[src/rtl/nibble_add_sequencer.sv]
// ============================================================================
//  Module      : nibble_add_sequencer
//  Description : Drives one external 4-bit full adder, one nibble per cycle,
//                LSB nibble first, to build a WIDTH-bit add.
//                Optional overflow flag port ovf_out under OVF_DETECT_EN.
//  Revision    : 1.0  initial release
// ============================================================================
`default_nettype none

module nibble_add_sequencer #(
   parameter int WIDTH = 16
) (
   input  logic             clk,
   input  logic             rst,
   input  logic             start,
   input  logic [WIDTH-1:0] a_in,
   input  logic [WIDTH-1:0] b_in,
   input  logic             cin_in,
   output logic             busy,
   output logic             done,
   output logic [WIDTH-1:0] sum_out,
   output logic             cout_out,
   output logic [3:0]       add_a,
   output logic [3:0]       add_b,
   output logic             add_cin,
   input  logic [3:0]       add_sum,
   input  logic             add_cout
`ifdef OVF_DETECT_EN
   ,
   output logic             ovf_out
`endif
);

   localparam int NIB  = WIDTH / 4;
   localparam int IDXW = $clog2(NIB);
   localparam logic [IDXW-1:0] C_LAST_IDX = IDXW'(NIB - 1);

   typedef enum logic [1:0] {
      S_IDLE = 2'd0,
      S_RUN  = 2'd1,
      S_DONE = 2'd2
   } state_t;

   state_t           state_q, state_d;
   logic [IDXW-1:0]  idx_q, idx_d;
   logic             carry_q, carry_d;
   logic [WIDTH-1:0] a_q, a_d;
   logic [WIDTH-1:0] b_q, b_d;
   logic [WIDTH-1:0] sum_q, sum_d;
   logic             cout_q, cout_d;
`ifdef OVF_DETECT_EN
   logic             ovf_q, ovf_d;
`endif

   always_comb begin
      state_d = state_q;
      idx_d   = idx_q;
      carry_d = carry_q;
      a_d     = a_q;
      b_d     = b_q;
      sum_d   = sum_q;
      cout_d  = cout_q;
`ifdef OVF_DETECT_EN
      ovf_d   = ovf_q;
`endif
      add_a   = 4'd0;
      add_b   = 4'd0;
      add_cin = 1'b0;

      case (state_q)
         S_IDLE: begin
            if (start) begin
               a_d     = a_in;
               b_d     = b_in;
               carry_d = cin_in;
               idx_d   = '0;
               sum_d   = '0;
               cout_d  = 1'b0;
`ifdef OVF_DETECT_EN
               ovf_d   = 1'b0;
`endif
               state_d = S_RUN;
            end
         end
         S_RUN: begin
            // Adder is combinational: its result for this nibble is ready now.
            add_a   = a_q[{idx_q, 2'b00} +: 4];
            add_b   = b_q[{idx_q, 2'b00} +: 4];
            add_cin = carry_q;
            sum_d[{idx_q, 2'b00} +: 4] = add_sum;
            carry_d = add_cout;
            idx_d   = idx_q + IDXW'(1);
            if (idx_q == C_LAST_IDX) begin
               cout_d  = add_cout;
`ifdef OVF_DETECT_EN
               ovf_d   = (a_q[WIDTH-1] == b_q[WIDTH-1]) && (add_sum[3] != a_q[WIDTH-1]);
`endif
               state_d = S_DONE;
            end
         end
         S_DONE: begin
            state_d = S_IDLE;
         end
         default: begin
            state_d = S_IDLE;
         end
      endcase
   end

   always_ff @(posedge clk) begin
      if (rst) begin
         state_q <= S_IDLE;
         idx_q   <= '0;
         carry_q <= 1'b0;
         a_q     <= '0;
         b_q     <= '0;
         sum_q   <= '0;
         cout_q  <= 1'b0;
`ifdef OVF_DETECT_EN
         ovf_q   <= 1'b0;
`endif
      end else begin
         state_q <= state_d;
         idx_q   <= idx_d;
         carry_q <= carry_d;
         a_q     <= a_d;
         b_q     <= b_d;
         sum_q   <= sum_d;
         cout_q  <= cout_d;
`ifdef OVF_DETECT_EN
         ovf_q   <= ovf_d;
`endif
      end
   end

   assign busy     = (state_q != S_IDLE);
   assign done     = (state_q == S_DONE);
   assign sum_out  = sum_q;
   assign cout_out = cout_q;
`ifdef OVF_DETECT_EN
   assign ovf_out  = ovf_q;
`endif

endmodule

`default_nettype wire
[config.mk]
export PLATFORM = sky130hd
export DESIGN_NAME = nibble_add_sequencer
export DESIGN_NICKNAME = d
export VERILOG_FILES = /design/src/rtl/nibble_add_sequencer.sv
export SDC_FILE = /design/constraint.sdc
export NUM_CORES = 1
export LEC_CHECK = 0
export ABC_AREA = 1
export CAP_MARGIN = 10
export CORE_ASPECT_RATIO = 0.9
export CORE_MARGIN = 3
export CORE_UTILIZATION = 65
export CTS_BUF_LIST = sky130_fd_sc_hd__clkbuf_8
export CTS_CLUSTER_DIAMETER = 120
export DETAILED_ROUTE_END_ITERATION = 7
export DONT_BUFFER_PORTS = 1
export HOLD_SLACK_MARGIN = 0.03
export PLACE_DENSITY_LB_ADDON = 0.05
export SYNTH_ARGS = -nofsm -noshare
export SYNTH_HDL_FRONTEND = slang
export SYNTH_SLANG_ARGS = --single-unit
[constraint.sdc]
create_clock -name clk -period 2.1 [get_ports clk]
set_input_delay 0 -clock clk [delete_from_list [all_inputs] [get_ports clk]]
set_output_delay 0 -clock clk [all_outputs]
set_load 0.05 [all_outputs]
== After elaboration in Yosys (flattened, before gate mapping) ==
Index checks and enable logic that the tools add are counted.
Storage, ports and cells
  flip-flop bits (word level): 54
  input bits: 41
  output and inout port bits: 28
Cells by class
  shift-type cells: 4
  add/sub/neg operators: 2
  mux-type cells: 16
  reductions and logical operators: 7
  equal/unequal tests: 5
Operator list (number)
  $pmux W16 S2: 1
  $shiftx A16 B5 Y4: 2
  $bwmux W16: 1
  $mux W16: 1
  $shift A4 B6 Y16 const A: 1
  $shiftx A4 B6 Y16: 1
  $mux W4: 2
  $pmux W2 S2: 2
  $mux W2: 3
  $neg A4 Y6: 1
  $reduce_and A2 Y1: 3
  $eq A2 B2 Y1 const B: 2
  $mux W1: 4
  $ne A2 B2 Y1 const B: 2
  $pmux W1 S2: 2
  $reduce_bool A2 Y1: 2
  $reduce_and A3 Y1: 1
  $add A2 B1 Y2 const B: 1
  $eq A2 B1 Y1 const B: 1
  $logic_not A2 Y1: 1

== Longest topological paths before layout ==
  depth after elaboration: 4
  depth in mapped cells: 9
  gate-level depth less buffers: 7

== Worst setup path before layout ==
Ideal clock, no wire load.
  path kind: register to output
  start point: register idx_q[1]
  end point: output port add_a[0]
  arrival: 1.672 ns
  slack: 0.428 ns
  buffers on the path: 1
  stages on the path, launching flop included: 6
  data required time: 2.100 ns
  path through: dfxtp_1 > buf_4 > clkinv_1 > nor2_1 > o21ai_0 > a21oi_1
On the way
  longest elaborated chain between the ends: 2
RTL lines
  start: declaration: RTL line 45  | logic [IDXW-1:0] idx_q, idx_d;
  start signal: assignment: RTL line 124  | idx_q <= idx_d;
  $shiftx A16 B5 Y4: RTL line 87  | add_a = a_q[{idx_q, 2'b00} +: 4];
  $mux W4: RTL line 70  | case (state_q)
  end: declaration: RTL line 23  | output logic [3:0] add_a,
No other way between the ends.

== Final worst setup path ==
  start point: register state_q[0]
  end point: register sum_q[7], in the netlist sum_out[7]
On the way
  longest elaborated chain between the ends: 3
  elaborated cells on any way between the ends: 6
  classes of those cells: 2 x eq/ne; 1 x mux; 3 x reduce/logical
RTL lines
  start: declaration: RTL line 44  | state_t state_q, state_d;
  start signal: assignment: RTL line 123  | state_q <= state_d;
  $eq A2 B1 Y1 or $logic_not A2 Y1 (tied branches): RTL line 70
  $reduce_bool A2 Y1 (no source line) or $ne A2 B2 Y1 (tied branches)
  $reduce_and A2 Y1 (no source line)
  end signal: assignment: RTL line 128  | sum_q <= sum_d;
  end: declaration: RTL line 49  | logic [WIDTH-1:0] sum_q, sum_d;
Several ways; a longest one is shown, not always the timed one.
A chain may end at the register's enable or synchronous reset.

==> metrics.md <==
| Metric | Value |
|---|---|
| Result of the run | finished, final reports clean |
| Antenna violations before repair | 0 |
| Final hold slack | 0.0837 ns |
| Worst Hold Endpoint | sum_out[3] |
| GP Congestion | 0.828 |
| Leakage power total | roughly 0.0013 uW |
| Post-synthesis sequential area ratio | 43.6% |
| Yosys top cell by area | dfxtp_1 |
| Number of remaining DRC errors | 0 |
| Leftover overflow at the end of global routing | 0 |
| Post-Syn Area per Cell | 6.91 um^2 |
| Vias in the first global route | 2206 |
| Final setup skew | 0.00922 ns |
| Cell Chain, Critical Path | nor2_4 -> nand2_4 -> nand3_1 -> a21oi_1 -> dlygate4sd3_1 |
| Terminus of the critical flop-to-flop path | sum_out[7] |
| Worst setup path class | flip-flop to flip-flop |
| Worst rel slew slack | 59.2% |
| Total CTS buffers | 5 |
| Delay of the slowest critical-path stage | 0.57 ns |
| Clock transition at the registers of the reported paths | 0.10 ns |
| Sum of negative setup slack | 0 ns |
| Asr flop ratio synth | 0% |
| Critical Path Source | state_q[0] |
| Number of synthesized flops with an enable pin | 0 |
| Worst R2R Start | state_q[0] |
| Max VDD drop | 0.568 mV |
| Synthesis-stage register bit count | 54 |
| Worst Max-Slew Pin Slew | 0.609 ns |
| Depth of the worst register-to-register path | 5 |
| Placed Area | 2530 um^2 |
| Post-synthesis cell count | 359 |
| Die area | 4600 um^2 |
| Most common flop cell mapped by yosys | dfxtp_1 |
| Count of unique library cells instantiated by Yosys | 23 |
| Detailed Routing Iterations Pass 1 | 5 |
| RSZ-0062 raised after global routing | no |
| Input/output buffers | 0 |
| Total global routing track utilization | slightly below 30% |
| Synth Net Count | ~400 |
| Filler cell count | 222 |
| Clock H-tree levels | 2 |
| Total number of clock tree sinks | 54 |
| Layout cell share with drive strength beyond 1 | 8.42% |
| Capturing element type of the critical path | flip-flop |
| # Max-Cap Violations | 0 |
| Routed len/inst | 15.2 um |
| Post-route ant nets | 0 |
| Most numerous cell in the Yosys netlist | nor2_1 |
| Element type at the critical path start | flip-flop |
| Count of synthesis-stage warnings from yosys | 0 |
| ANT cells | 0 |
| Final layout net count | 450 |
| Final Max Tran Viols | 0 |
| Final cycle utilization of the critical path | a little over 90% |
| Non-Filler Cell Area, Final | 3070 um^2 |
| Die span in x | 71.1 um |
| Setup violation total in the final timing report | 0 |
| Proportion of netlist area held by the largest area contributor | 43.6% |
| Maximum root-to-sink buffer count | 2 |
| Cell area power density | ~750 nW/um^2 |
| Worst reg-to-reg setup slack | 0.14 ns |
| Row Count | 20 |
| Placeable core area | 3530 um^2 |
| Most numerous cell types in the synthesized netlist | nor2_1 (106), dfxtp_1 (54), nand2_1 (48) |
| Drt total wl | 6810 um |
| Avg Vias per Cell | 5.56 |
| Maximum fanout count along the critical path | 41 |
| Hold path start | rst |
| Fin crit period | 1.96 ns |
| Area of all sequential standard cells | 1080 um^2 |
| Buf+Inv Stages, Crit Path | 1 |
| Critical path arrival | 2.22 ns |
| Hold Path Depth | 3 |
| Worst hold path class | input pin to flip-flop |
| Top Ports | between 60 and 70 |
| Clock tree from TritonCTS | done |
| Summed instance area of the synthesized netlist | 2480 um^2 |
| Top Family by Delay on Critical Path | simple AND/OR/NAND/NOR gates |
| Chip Height | 64.6 um |
| Req. time, crit path | 2.36 ns |
| Top cells by area in the synthesized netlist | dfxtp_1 (44%), nor2_1 (16%), o21ai_0 (7.9%) |
| Clock network latency to the later pin of the worst-skew pair | between 0.3 and 0.4 ns |
| Area occupied by multi-input gates | approximately 1200 um^2 |
| Initial Utilization | a little over two thirds |
| Fmax | between 500 and 600 MHz |
| Global-route wire length before repair | 10800 um |
| Routed vias | roughly 2.5k |
| Synth-to-layout area growth | 23.8% |
| CP max-delay cell | dfxtp_1 |
| Final number of hold-violating endpoints | 0 |
| Violation count after the first detailed-routing iteration | 240 |
| Pin count of the biggest net entering global routing | between 40 and 50 |
| Total half-perimeter wirelength after legalization and detailed placement | 3690 um |
| Clock tree root buffer cell | clkbuf_8 |
-- area by class of cell --
type	instances	area share (%)
multi-input cells	261	38.7
flip-flops and latches	54	35.2
repair buffers	58	17.6
inverters	24	2.93
clock buffers	6	2.69
well taps	44	1.79
clock inverters	1	0.978
-- layout by cell type, fill, tap and decap left out, types with 2 or more instances in the layout --
| cell type | n |
|---|---|
| nor2_2 | 2 |
| nor2_1 | 105 |
| o21ai_0 | 39 |
| buf_4 | 16 |
| nand3b_1 | 5 |
| nand2_1 | 48 |
| dfxtp_1 | 53 |
| o21ai_1 | 2 |
| a21oi_1 | 30 |
| nand3_1 | 20 |
| inv_2 | 4 |
| ha_1 | 5 |
| clkbuf_8 | 6 |
| dlygate4sd3_1 | 41 |
| inv_1 | 19 |
-- sequential cells by signal, indices dropped and copies added (netlist names) --
register  cells
carry_q       1
idx_q         2
sum_out      16
state_q       2
b_q          16
cout_out      1
a_q          16
-- layer usage --
layer  global-route usage (%)  up-vias  routed length [um]
met2                     49.3      128                3280
met3                     5.74        9                 516
li1                         -     1229                   -
met5                        0        -                   0
met4                     7.75        0                  74
met1                     40.0     1124                2930
-- worst max-delay path by stage --
stage | endpoint | cells after the start
after floorplan | add_a[0] | 5
after global placement | state_q[0] | 4
after detailed placement | a_q[8] | 5
after CTS | sum_out[7] | 7
after global routing | sum_out[7] | 5
final | sum_out[7] | 5
-- cells by family (layout without fill, tap and decap cells) --
kind of cell,Yosys count,after routing,share of synthesized area (%)
compound gates,72,72,14.6
fa+ha+maj,5,5,2.52
buf+inv,44,89,8.62
flops,54,54,43.6
simple gates,184,184,30.7
-- stage by stage --
| step | std cells | power, uW | util, % | setup slack, ns |
|---|---|---|---|---|
| 3_3_place_gp | 399 | 1510 | 71.8 | 0.553 |
| 2_1_floorplan | 359 | 1460 | - | 0.428 |
| 5_1_grt | 448 | 2400 | 87.0 | 0.0197 |
| 4_1_cts | 447 | 2270 | 86.6 | 0.0873 |
| 3_5_place_dp | 399 | 1520 | 71.8 | 0.515 |
| 6_report | 448 | 2310 | 87.0 | 0.144 |
-- report_power, final --
| part | total (uW) | internal (uW) | switching [uW] |
|---|---|---|---|
| clock network | 719 | 382 | 337 |
| registers | 1150 | 1090 | 62.9 |
| logic | 434 | 162 | 272 |
| total | 2310 | 1630 | 671 |
-- worst min-delay path: stages --
cell	delay, ns
inv_2	0.18
nand2_1	0.13
nor2_1	0.04
-- repair_timing --
action / CTS / global route
hold endpoints to repair: 53 / 0
gates resized for setup: 0 / 4
hold buffers: 41 / 0
setup buffers: 0 / 1
endpoints found under the setup margin: 0 / 1
(Power assumes the default switching activity.)
